`src/rtl/riscv_pkg.sv`:
```
// Base RISC-V widths shared by the core.
package riscv_pkg;
    localparam int MXLEN = 32;
endpackage

```
`src/rtl/riscv_privileged_pkg.sv`:
```
// Machine-mode CSR bus types.
package riscv_privileged_pkg;
    typedef logic [11:0] csr_address_t;

    typedef enum logic [1:0] {
        NONE           = 2'd0,
        READ_ONLY      = 2'd1,
        WRITE_ONLY     = 2'd2,
        WRITE_AND_READ = 2'd3
    } csr_command_t;
endpackage

```
`src/rtl/csr_access_unit_if.sv`:
```
// Bundles the issue-side request, the CSR responder bus and the write-back
// handshake of csr_access_unit. The slave modport is the unit itself; the
// master modport is everything around it.
interface csr_access_unit_if;
    import riscv_pkg::*;
    import riscv_privileged_pkg::*;

    logic               req_valid_i;
    logic               req_ready_o;
    logic [2:0]         req_funct3_i;
    csr_address_t       req_csr_address_i;
    logic [4:0]         req_rs1_index_i;
    logic [MXLEN-1:0]   req_rs1_data_i;
    logic [4:0]         req_rd_index_i;
    logic               flush_i;

    csr_address_t       csr_address_o;
    csr_command_t       csr_command_o;
    logic [MXLEN-1:0]   csr_write_data_o;
    logic [MXLEN-1:0]   csr_read_data_i;
    logic               csr_read_data_valid_i;

    logic               wb_valid_o;
    logic               wb_ready_i;
    logic [4:0]         wb_rd_index_o;
    logic [MXLEN-1:0]   wb_data_o;
    logic               wb_illegal_o;

    modport slave (
        input  req_valid_i, req_funct3_i, req_csr_address_i, req_rs1_index_i,
               req_rs1_data_i, req_rd_index_i, flush_i,
               csr_read_data_i, csr_read_data_valid_i, wb_ready_i,
        output req_ready_o, csr_address_o, csr_command_o, csr_write_data_o,
               wb_valid_o, wb_rd_index_o, wb_data_o, wb_illegal_o
    );

    modport master (
        output req_valid_i, req_funct3_i, req_csr_address_i, req_rs1_index_i,
               req_rs1_data_i, req_rd_index_i, flush_i,
               csr_read_data_i, csr_read_data_valid_i, wb_ready_i,
        input  req_ready_o, csr_address_o, csr_command_o, csr_write_data_o,
               wb_valid_o, wb_rd_index_o, wb_data_o, wb_illegal_o
    );
endinterface

```
`src/rtl/csr_access_unit.sv`:
```
// Zicsr initiator: takes one decoded CSR instruction, splits it into
// read / write commands toward the CSR file, performs the read-modify-write
// and returns the old CSR value (or an illegal-instruction flag) to rd.
module csr_access_unit
    import riscv_pkg::*;
    import riscv_privileged_pkg::*;
#(
    parameter bit CHECK_READ_ONLY = 1'b1
) (
    input  logic             clock_i,
    input  logic             reset_ni,
    csr_access_unit_if.slave bus
);

    typedef enum logic [2:0] {
        IDLE  = 3'd0,
        RW    = 3'd1,
        READ  = 3'd2,
        WRITE = 3'd3,
        RESP  = 3'd4
    } state_t;

    // funct3[1:0] encodings; funct3[2] selects the immediate forms
    localparam logic [1:0] OP_RW = 2'b01;
    localparam logic [1:0] OP_RS = 2'b10;
    localparam logic [1:0] OP_RC = 2'b11;

    state_t           state_q, state_d;
    csr_address_t     addr_q, addr_d;
    logic [4:0]       rd_q, rd_d;
    logic [1:0]       op_q, op_d;
    logic             illegal_q, illegal_d;
    logic             do_read_q, do_read_d;
    logic             do_write_q, do_write_d;
    logic [MXLEN-1:0] src_q, src_d;
    logic [MXLEN-1:0] old_q, old_d;

    csr_command_t     csr_cmd;
    logic [MXLEN-1:0] csr_wdata;

    function automatic logic [MXLEN-1:0] rmw_value(input logic [1:0]       op,
                                                  input logic [MXLEN-1:0] old,
                                                  input logic [MXLEN-1:0] src);
        case (op)
            OP_RS:   rmw_value = old | src;
            OP_RC:   rmw_value = old & ~src;
            default: rmw_value = src;
        endcase
    endfunction

    // Next-state, request capture and command bus decode
    always_comb begin
        state_d    = state_q;
        addr_d     = addr_q;
        rd_d       = rd_q;
        op_d       = op_q;
        illegal_d  = illegal_q;
        do_read_d  = do_read_q;
        do_write_d = do_write_q;
        src_d      = src_q;
        old_d      = old_q;
        csr_cmd    = NONE;
        csr_wdata  = '0;

        case (state_q)
            IDLE: begin
                // A flush in the same cycle kills the offered instruction
                if (bus.req_valid_i && !bus.flush_i) begin
                    addr_d     = bus.req_csr_address_i;
                    rd_d       = bus.req_rd_index_i;
                    op_d       = bus.req_funct3_i[1:0];
                    src_d      = bus.req_funct3_i[2] ? {{(MXLEN-5){1'b0}}, bus.req_rs1_index_i}
                                                     : bus.req_rs1_data_i;
                    old_d      = '0;
                    illegal_d  = 1'b0;
                    do_read_d  = !((bus.req_funct3_i[1:0] == OP_RW) && (bus.req_rd_index_i == 5'd0));
                    do_write_d = (bus.req_funct3_i[1:0] == OP_RW) || (bus.req_rs1_index_i != 5'd0);

                    if (bus.req_funct3_i[1:0] == 2'b00) begin
                        illegal_d = 1'b1;
                        state_d   = RESP;
                    end else if (do_write_d && CHECK_READ_ONLY &&
                                 (bus.req_csr_address_i[11:10] == 2'b11)) begin
                        illegal_d = 1'b1;
                        state_d   = RESP;
                    end else if (bus.req_funct3_i[1:0] == OP_RW) begin
                        state_d = do_read_d ? RW : WRITE;
                    end else begin
                        state_d = READ;
                    end
                end
            end

            RW: begin
                csr_cmd   = WRITE_AND_READ;
                csr_wdata = src_q;
                old_d     = bus.csr_read_data_i;
                // The write has already been presented; a flush only drops the response
                if (bus.flush_i) begin
                    state_d = IDLE;
                end else begin
                    illegal_d = !bus.csr_read_data_valid_i;
                    state_d   = RESP;
                end
            end

            READ: begin
                csr_cmd = READ_ONLY;
                old_d   = bus.csr_read_data_i;
                if (bus.flush_i) begin
                    state_d = IDLE;
                end else if (!bus.csr_read_data_valid_i) begin
                    illegal_d = 1'b1;
                    state_d   = RESP;
                end else begin
                    state_d = do_write_q ? WRITE : RESP;
                end
            end

            WRITE: begin
                csr_cmd   = WRITE_ONLY;
                csr_wdata = rmw_value(op_q, old_q, src_q);
                if (bus.flush_i) begin
                    state_d = IDLE;
                end else begin
                    illegal_d = !bus.csr_read_data_valid_i;
                    state_d   = RESP;
                end
            end

            RESP: begin
                if (bus.flush_i || bus.wb_ready_i) begin
                    state_d = IDLE;
                end
            end

            default: state_d = IDLE;
        endcase
    end

    // Control state and the fields visible on outputs after reset
    always_ff @(posedge clock_i or negedge reset_ni) begin
        if (!reset_ni) begin
            state_q    <= IDLE;
            addr_q     <= '0;
            rd_q       <= '0;
            op_q       <= '0;
            illegal_q  <= 1'b0;
            do_read_q  <= 1'b0;
            do_write_q <= 1'b0;
        end else begin
            state_q    <= state_d;
            addr_q     <= addr_d;
            rd_q       <= rd_d;
            op_q       <= op_d;
            illegal_q  <= illegal_d;
            do_read_q  <= do_read_d;
            do_write_q <= do_write_d;
        end
    end

    // Operand and captured old value; only observed through state-gated outputs
    always_ff @(posedge clock_i) begin
        src_q <= src_d;
        old_q <= old_d;
    end

    assign bus.req_ready_o      = (state_q == IDLE);
    assign bus.csr_address_o    = addr_q;
    assign bus.csr_command_o    = csr_cmd;
    assign bus.csr_write_data_o = csr_wdata;
    assign bus.wb_valid_o       = (state_q == RESP);
    assign bus.wb_rd_index_o    = rd_q;
    assign bus.wb_illegal_o     = (state_q == RESP) && illegal_q;
    assign bus.wb_data_o        = ((state_q == RESP) && do_read_q && !illegal_q) ? old_q : '0;

endmodule

```
`src/flat_wrapper.sv`:
```
// flat-port wrapper written by rule: the top's interface ports become plain ports
module csr_access_unit_flat import riscv_pkg::*; import riscv_privileged_pkg::*;
#(
    parameter bit CHECK_READ_ONLY = 1'b1
)
  (clock_i, reset_ni, bus_req_valid_i, bus_req_funct3_i, bus_req_csr_address_i, bus_req_rs1_index_i, bus_req_rs1_data_i, bus_req_rd_index_i, bus_flush_i, bus_csr_read_data_i, bus_csr_read_data_valid_i, bus_wb_ready_i, bus_req_ready_o, bus_csr_address_o, bus_csr_command_o, bus_csr_write_data_o, bus_wb_valid_o, bus_wb_rd_index_o, bus_wb_data_o, bus_wb_illegal_o);
  csr_access_unit_if bus_i ();
  input  logic clock_i;
  input  logic reset_ni;
  input wire logic [$bits(bus_i.req_valid_i)-1:0] bus_req_valid_i;
  input wire logic [$bits(bus_i.req_funct3_i)-1:0] bus_req_funct3_i;
  input wire logic [$bits(bus_i.req_csr_address_i)-1:0] bus_req_csr_address_i;
  input wire logic [$bits(bus_i.req_rs1_index_i)-1:0] bus_req_rs1_index_i;
  input wire logic [$bits(bus_i.req_rs1_data_i)-1:0] bus_req_rs1_data_i;
  input wire logic [$bits(bus_i.req_rd_index_i)-1:0] bus_req_rd_index_i;
  input wire logic [$bits(bus_i.flush_i)-1:0] bus_flush_i;
  input wire logic [$bits(bus_i.csr_read_data_i)-1:0] bus_csr_read_data_i;
  input wire logic [$bits(bus_i.csr_read_data_valid_i)-1:0] bus_csr_read_data_valid_i;
  input wire logic [$bits(bus_i.wb_ready_i)-1:0] bus_wb_ready_i;
  output wire logic [$bits(bus_i.req_ready_o)-1:0] bus_req_ready_o;
  output wire logic [$bits(bus_i.csr_address_o)-1:0] bus_csr_address_o;
  output wire logic [$bits(bus_i.csr_command_o)-1:0] bus_csr_command_o;
  output wire logic [$bits(bus_i.csr_write_data_o)-1:0] bus_csr_write_data_o;
  output wire logic [$bits(bus_i.wb_valid_o)-1:0] bus_wb_valid_o;
  output wire logic [$bits(bus_i.wb_rd_index_o)-1:0] bus_wb_rd_index_o;
  output wire logic [$bits(bus_i.wb_data_o)-1:0] bus_wb_data_o;
  output wire logic [$bits(bus_i.wb_illegal_o)-1:0] bus_wb_illegal_o;
  assign bus_i.req_valid_i = bus_req_valid_i;
  assign bus_i.req_funct3_i = bus_req_funct3_i;
  assign bus_i.req_csr_address_i = bus_req_csr_address_i;
  assign bus_i.req_rs1_index_i = bus_req_rs1_index_i;
  assign bus_i.req_rs1_data_i = bus_req_rs1_data_i;
  assign bus_i.req_rd_index_i = bus_req_rd_index_i;
  assign bus_i.flush_i = bus_flush_i;
  assign bus_i.csr_read_data_i = bus_csr_read_data_i;
  assign bus_i.csr_read_data_valid_i = bus_csr_read_data_valid_i;
  assign bus_i.wb_ready_i = bus_wb_ready_i;
  assign bus_req_ready_o = bus_i.req_ready_o;
  assign bus_csr_address_o = bus_i.csr_address_o;
  assign bus_csr_command_o = bus_i.csr_command_o;
  assign bus_csr_write_data_o = bus_i.csr_write_data_o;
  assign bus_wb_valid_o = bus_i.wb_valid_o;
  assign bus_wb_rd_index_o = bus_i.wb_rd_index_o;
  assign bus_wb_data_o = bus_i.wb_data_o;
  assign bus_wb_illegal_o = bus_i.wb_illegal_o;
  csr_access_unit #(.CHECK_READ_ONLY(CHECK_READ_ONLY)) u_core (.clock_i(clock_i), .reset_ni(reset_ni), .bus(bus_i));
endmodule
```
`config.mk`:
```
export PLATFORM = sky130hd
export DESIGN_NAME = csr_access_unit_flat
export DESIGN_NICKNAME = d
export VERILOG_FILES = /design/src/rtl/riscv_pkg.sv /design/src/rtl/riscv_privileged_pkg.sv /design/src/rtl/csr_access_unit_if.sv /design/src/rtl/csr_access_unit.sv /design/src/flat_wrapper.sv
export SDC_FILE = /design/constraint.sdc
export NUM_CORES = 1
export LEC_CHECK = 0
export ABC_AREA = 1
export CAP_MARGIN = 20
export CORE_MARGIN = 10
export CORE_UTILIZATION = 49
export CTS_BUF_LIST = sky130_fd_sc_hd__clkbuf_8
export DETAILED_ROUTE_END_ITERATION = 6
export MAX_ROUTING_LAYER = met4
export PLACE_DENSITY_LB_ADDON = 0.15
export SLEW_MARGIN = 5
export SYNTH_ARGS = -nofsm -noshare
export SYNTH_HDL_FRONTEND = slang
export SYNTH_SLANG_ARGS = --single-unit
```
`constraint.sdc`:
```
create_clock -name clock_i -period 5.6 [get_ports clock_i]
set_clock_uncertainty 0.05 [all_clocks]
set_input_delay 0.84 -clock clock_i [delete_from_list [all_inputs] [get_ports clock_i]]
set_output_delay 0.84 -clock clock_i [all_outputs]
set_load 0.02 [all_outputs]
```
==> impl_metrics.json, run 1 <==
{
  "outcome": "completed",
  "crit_arrival_ps": 3070,
  "cts_resized": 0,
  "postSynthAreaPerCell_um2": 8.22,
  "numCtsBuffers": 9,
  "crit_path_end": "bus_wb_data_o[19]",
  "clock_path_buffers": 2,
  "wl_per_cell_um": 16.3,
  "pwr-share-clk": 0.173,
  "power.share.combinational": 0.407,
  "antenna_found_initial": 0,
  "hold_buffers": 0,
  "synth_seq_cells": 89,
  "syn_area_um2": 4640,
  "setup_viol": 0,
  "drt.antenna.violating_nets": 0,
  "p_leak_uw": 0.00293,
  "power.total_uw": 2730,
  "gr-total-overflow": 0,
  "die-area_um2": 13800,
  "grt_pass1_vias": 4505,
  "vias": 4316,
  "r2r-start": "u_core.state_q[1]$_DFFE_PN0P_",
  "drc": 0,
  "fmax_mhz": 252,
  "critPathLaunch": "u_core.state_q[1]$_DFFE_PN0P_",
  "die_h_um": 117,
  "cts_tree": "yes",
  "postCtsSetupBuffers": 0,
  "slew_headroom": 0.328,
  "hp-class": "register to register",
  "worstPathRequired_ps": 4710,
  "n_antenna_cell": 0,
  "dp_hpwl_um": 10300,
  "drt-pass1-iter-count": 7,
  "syn_inst": 565,
  "p_per_area_nw_per_um2": 409,
  "setup_tns_ps": 0,
  "synthDistinctLibCells": 25,
  "fin_crit_ps": 3960,
  "portBuffers": 180,
  "switchingPower_uw": 1070,
  "max-cap-violations": 0,
  "path_max_fanout": 32,
  "nets": 827,
  "cp_top_family": "simple AND/OR/NAND/NOR gates",
  "cpPeakStageDelay_ps": 720,
  "r2r_cells": 8,
  "intPower_uw": 1660,
  "drive_gt1_frac": 0.0461,
  "ir_worst_vdd_mv": 0.281,
  "area_growth_pct": 43.7,
  "rsz0062_at_grt": "no",
  "die_w_um": 117,
  "crit_chain": "nor2_2, inv_1, nor2_4, nand3_2, nor2_1, clkdlybuf4s50_1",
  "cts_num_sinks": 89,
  "grt_max_degree": 50,
  "cpMaxStageDelayCell": "dfrtp_1",
  "cts_root_buffer": "clkbuf_8",
  "p_seq_frac": 0.419,
  "cts.reportedPaths.clkPinSlew_ps": 90,
  "final_core_util": 0.722,
  "swShare": 0.391,
  "insertion_delay_ps": 350,
  "place_congestion": 0.856,
  "timing.critical_path.buf_inv": 2,
  "drtIter0Drc": 267,
  "ys.warnings.count": 0,
  "fin_crit_sh": 0.708,
  "h-tree-depth": 3,
  "r2r_end": "u_core.old_q[10]$_SDFFCE_PN0P_",
  "dp.cells": 849,
  "crit_type": "register to output pin",
  "startpoint_type": "register",
  "synth_nets": 660,
  "core_um2": 9240,
  "io_pins": 181,
  "synth_seq_area_share": 0.549,
  "start_util": 0.502,
  "vias_per_cell": 4.98,
  "finalHoldViolCount": 0,
  "worst_pin_slew_ps": 1000,
  "grt_first_pass_wirelength_um": 22700,
  "rows": 35,
  "slew_viol_final": 0,
  "cp-end-kind": "output pin",
  "r2r_slack_ps": 2320,
  "worst-path-stages": 6,
  "final_cell_count_no_fill": 866,
  "wirelength_um": 14100,
  "track_usage": 0.206
}
[worst reg2reg max path, delay by kind of cell (launching register included)]
kind / cells / cell delay (ps)
buffers and inverters: 4 / 1540
AND/OR/NAND/NOR: 4 / 650
flip-flops: 1 / 720
[cell usage after synthesis]
| cell | number | share of area |
|---|---|---|
| buf_4 | 5 | 0.0081 |
| inv_1 | 115 | 0.093 |
| mux2_2 | 4 | 0.0097 |
| buf_6 | 7 | 0.017 |
| nor2_1 | 128 | 0.10 |
| inv_2 | 5 | 0.0040 |
| nand3_1 | 7 | 0.0075 |
| o22ai_1 | 11 | 0.015 |
| buf_2 | 4 | 0.0043 |
| a31oi_1 | 20 | 0.027 |
| nor2_2 | 1 | 0.0013 |
| o32ai_1 | 1 | 0.0019 |
| nor2_4 | 2 | 0.0049 |
| a21oi_1 | 16 | 0.017 |
| o21ai_0 | 34 | 0.037 |
| dfrtp_1 | 25 | 0.13 |
| nand3_2 | 1 | 0.0022 |
| edfxtp_1 | 64 | 0.41 |
| o21ai_1 | 6 | 0.0065 |
| inv_4 | 1 | 0.0013 |
| clkbuf_1 | 12 | 0.0097 |
| nor3_1 | 1 | 0.0011 |
| nand2_2 | 2 | 0.0027 |
| nand2_4 | 1 | 0.0024 |
| nand2_1 | 92 | 0.074 |
[power groups by stage]
stage / clock (uW) / sequential [uW] / combinational (uW)
after global routing: 513 / 1170 / 1230
after floorplan: 0 / 1180 / 599
final: 473 / 1140 / 1110
after global placement: 0 / 1140 / 1090
after detailed placement: 0 / 1150 / 1110
after CTS: 479 / 1140 / 1120
[registers in the layout, summed over array words and instances, names as in the netlist]
register / cells
u_core.do_read_q: 1
u_core.op_q: 2
u_core.do_write_q: 1
u_core.old_q: 32
u_core.src_q: 32
u_core.bus.csr_address_o: 12
u_core.state_q: 3
u_core.illegal_q: 1
u_core.bus.wb_rd_index_o: 5
[how the worst min path moves through the flow]
stage	startpoint	endpoint	slack [ps]	cells after the start
3_5_place_dp	u_core.bus.csr_address_o[10]$_DFFE_PN0P_	u_core.bus.csr_address_o[10]$_DFFE_PN0P_	420	2
6_report	u_core.bus.csr_address_o[10]$_DFFE_PN0P_	u_core.bus.csr_address_o[10]$_DFFE_PN0P_	440	2
4_1_cts	u_core.bus.wb_rd_index_o[2]$_DFFE_PN0P_	u_core.bus.wb_rd_index_o[2]$_DFFE_PN0P_	440	2
2_1_floorplan	u_core.op_q[0]$_DFFE_PN0P_	u_core.op_q[0]$_DFFE_PN0P_	410	2
5_1_grt	u_core.bus.csr_address_o[10]$_DFFE_PN0P_	u_core.bus.csr_address_o[10]$_DFFE_PN0P_	460	2
3_3_place_gp	u_core.bus.wb_rd_index_o[2]$_DFFE_PN0P_	u_core.bus.wb_rd_index_o[2]$_DFFE_PN0P_	410	2
[cell usage in the layout (no fill, tap or decap)]
cell type,instances
clkdlybuf4s50_1,180
nor2_1,128
inv_1,116
nand2_1,92
edfxtp_1,64
o21ai_0,34
dfrtp_1,25
a31oi_1,20
a21oi_1,16
o22ai_1,11
clkbuf_8,9
nand3_1,7
o21ai_1,6
inv_2,5
mux2_2,4
buf_4,3
nor2_4,2
nand2_2,2
clkinvlp_4,2
clkinv_1,2
bufinv_16,2
nor2_2,1
nand3_2,1
o32ai_1,1
nand2_4,1
inv_4,1
nor3_1,1
buf_8,1
[cell type report]
class                           instances  area (um2)
Sequential cell                        89        2550
Timing Repair Buffer                  184        1840
Tap cell                              129         161
Multi-Input combinational cell        327        1460
Fill cell                             725        2570
Clock inverter                          7        86.3
Inverter                              121         457
Clock buffer                            9         124
[layer usage]
layer,routed length (um),track usage,vias to the layer above
met5,0,-,-
met4,157,0.0501,0
met3,1330,0.0767,19
met2,7210,0.358,179
met1,5410,0.217,2024
li1,-,-,2094
[logic make-up (layout without fill, tap and decap cells)]
group	count (synthesis)	after routing	synth area share
flip-flops	89	89	0.549
AO/OA/AOI/OAI	88	88	0.104
AND/OR/NAND/NOR	235	235	0.200
buffers and inverters	149	321	0.137
multiplexers	4	4	0.00970
[stage by stage]
| step | hold slack (ps) | cell area [um2] | setup WS [ps] |
|---|---|---|---|
| floorplan | 409 | 4640 | 2930 |
| global placement | 411 | 6450 | 1920 |
| detailed placement | 421 | 6450 | 1790 |
| CTS | 439 | 6660 | 1600 |
| global route | 460 | 6670 | 1370 |
| finish | 435 | 6670 | 1640 |
(Power assumes the default switching activity.)
==> run 2: changes to the inputs <==
--- a/config.mk
+++ b/config.mk
@@ -8,7 +8,7 @@
 export ABC_AREA = 1
 export CAP_MARGIN = 20
 export CORE_MARGIN = 10
-export CORE_UTILIZATION = 49
+export CORE_UTILIZATION = 45
 export CTS_BUF_LIST = sky130_fd_sc_hd__clkbuf_8
 export DETAILED_ROUTE_END_ITERATION = 6
 export MAX_ROUTING_LAYER = met4
==> constraint.sdc (replaced) <==
create_clock -name clock_i -period 4.1 [get_ports clock_i]
set_clock_uncertainty 0.05 [all_clocks]
set_input_delay 0.615 -clock clock_i [delete_from_list [all_inputs] [get_ports clock_i]]
set_output_delay 0.615 -clock clock_i [all_outputs]
set_load 0.02 [all_outputs]
==> run 2 against run 1 <==
Critical endpoint is now bus_csr_write_data_o[31]. Via count down 2.4%. First-iteration DRC count shrank 16%. Core utilization down 6.5 points. Largest cell class unchanged.
==> impl_metrics.json, run 2 (same netlist as run 1, synthesis figures left out) <==
{
  "h-tree-depth": 3,
  "hold_buffers": 0,
  "area_growth_pct": 44.1,
  "clock_path_buffers": 2,
  "final_cell_mix": "clkdlybuf4s50_1, nor2_1, inv_1",
  "cts_num_sinks": 89,
  "worst_pin_slew_ps": 739,
  "cts_resized": 0,
  "crit_type": "register to output pin",
  "rows": 37,
  "grt_first_pass_wirelength_um": 22400,
  "r2r_end": "u_core.old_q[16]$_SDFFCE_PN0P_",
  "r2r_cells": 6,
  "drive_gt1_frac": 0.0527,
  "path_max_fanout": 31,
  "fin_area_um2": 6690,
  "holdPathEnd": "u_core.bus.csr_address_o[10]$_DFFE_PN0P_",
  "die-area_um2": 14800,
  "grt_max_degree": 49,
  "hp-class": "register to register",
  "drc": 0,
  "drtIter0Drc": 225,
  "startpoint_type": "register",
  "cts_root_buffer": "clkbuf_8",
  "die_w_um": 122,
  "place_congestion": 0.853,
  "postCtsSetupBuffers": 0,
  "mostFrequentLayoutCell": "clkdlybuf4s50_1",
  "drt-pass1-iter-count": 5,
  "vias_per_cell": 4.81,
  "die_h_um": 122,
  "cts_tree": "yes",
  "pre_cts_slack_ps": 893,
  "wirelength_um": 14200,
  "fin_ws_ps": 523,
  "wl_per_cell_um": 16.2,
  "intPower_uw": 2220,
  "p_per_area_nw_per_um2": 551,
  "power.share.combinational": 0.422,
  "r2r-start": "u_core.state_q[2]$_DFFE_PN0P_",
  "hp-start": "u_core.bus.csr_address_o[10]$_DFFE_PN0P_",
  "fmax_mhz": 280,
  "nets": 830,
  "p_seq_frac": 0.415,
  "drt.antenna.violating_nets": 0,
  "core_um2": 10200,
  "fillers": 893,
  "whs_path_depth": 2,
  "cp-end-kind": "output pin",
  "start_util": 0.456,
  "antenna_found_initial": 0,
  "swShare": 0.396,
  "seq_area_um2": 2550,
  "pwr-share-clk": 0.163,
  "rsz0062_at_grt": "no",
  "cts.reportedPaths.clkPinSlew_ps": 90,
  "track_usage": 0.198,
  "portBuffers": 180,
  "slew_viol_final": 0,
  "p_leak_uw": 0.00294,
  "multi_input_area_um2": 1460,
  "setup_tns_ps": 0,
  "dp_hpwl_um": 10400,
  "io_pins": 181,
  "worstPathRequired_ps": 3430,
  "finalHoldViolCount": 0,
  "setup_viol": 0,
  "switchingPower_uw": 1460,
  "ir_worst_vdd_mv": 0.457,
  "vias": 4211,
  "gr-total-overflow": 0,
  "final_core_util": 0.657,
  "insertion_delay_ps": 360,
  "n_antenna_cell": 0,
  "fin_crit_sh": 0.873,
  "r2r_slack_ps": 1460,
  "placed_area_um2": 6490,
  "fin_crit_ps": 3580,
  "numCtsBuffers": 9,
  "max-cap-violations": 0,
  "crit_arrival_ps": 2910,
  "grt_pass1_vias": 4456,
  "outcome": "completed",
  "fin_hold_ws_ps": 435,
  "slew_headroom": 0.507
}
-- run 2: cell count changes in the layout (fill, tap and decap cells not counted), sizes merged --
cell,delta
bufinv,-1
inv,+1
buf,+3
-- run 2: metal layers --
metal	vias up	wire [um]	track usage
met2	159	7020	0.328
met3	27	1180	0.0564
met4	0	332	0.0797
met5	-	0	-
met1	1929	5650	0.220
li1	2096	-	-
-- run 2: layout make-up --
cell class                      count  area share
Clock inverter                      7      0.0107
Tap cell                          136      0.0254
Sequential cell                    89       0.381
Inverter                          121      0.0683
Timing Repair Buffer              187       0.278
Multi-Input combinational cell    327       0.218
Clock buffer                        9      0.0185
-- run 2: metrics by stage --
step	cells	power [uW]
global placement	859	3070
finish	876	3680
floorplan	565	2430
detailed placement	860	3120
global route	876	3940
CTS	876	3720
-- run 2: how the worst max path moves through the flow --
stage	start	endpoint	slack (ps)	cells past startpoint
detailed placement	u_core.state_q[2]$_DFFE_PN0P_	bus_csr_write_data_o[31]	890	6
finish	u_core.state_q[2]$_DFFE_PN0P_	bus_csr_write_data_o[31]	520	6
CTS	u_core.state_q[2]$_DFFE_PN0P_	bus_csr_write_data_o[31]	490	6
global route	u_core.state_q[0]$_DFFE_PN0P_	bus_csr_write_data_o[31]	280	7
global placement	u_core.state_q[0]$_DFFE_PN0P_	bus_wb_data_o[9]	990	6
floorplan	bus_req_valid_i	u_core.old_q[0]$_SDFFCE_PN0P_	1660	7
-- run 2: power by group through the flow --
stage	sequential (uW)	combinational [uW]	clock [uW]
6_report	1530	1550	601
5_1_grt	1570	1710	661
4_1_cts	1530	1580	613
3_5_place_dp	1550	1570	0
3_3_place_gp	1530	1540	0
2_1_floorplan	1610	818	0
-- run 2: critical path: stages (launching register included) --
cell	delay [ps]
dfrtp_1	440
nor2_4	430
nand2_1	160
inv_2	450
o21ai_0	190
o22ai_1	180
clkdlybuf4s50_1	690
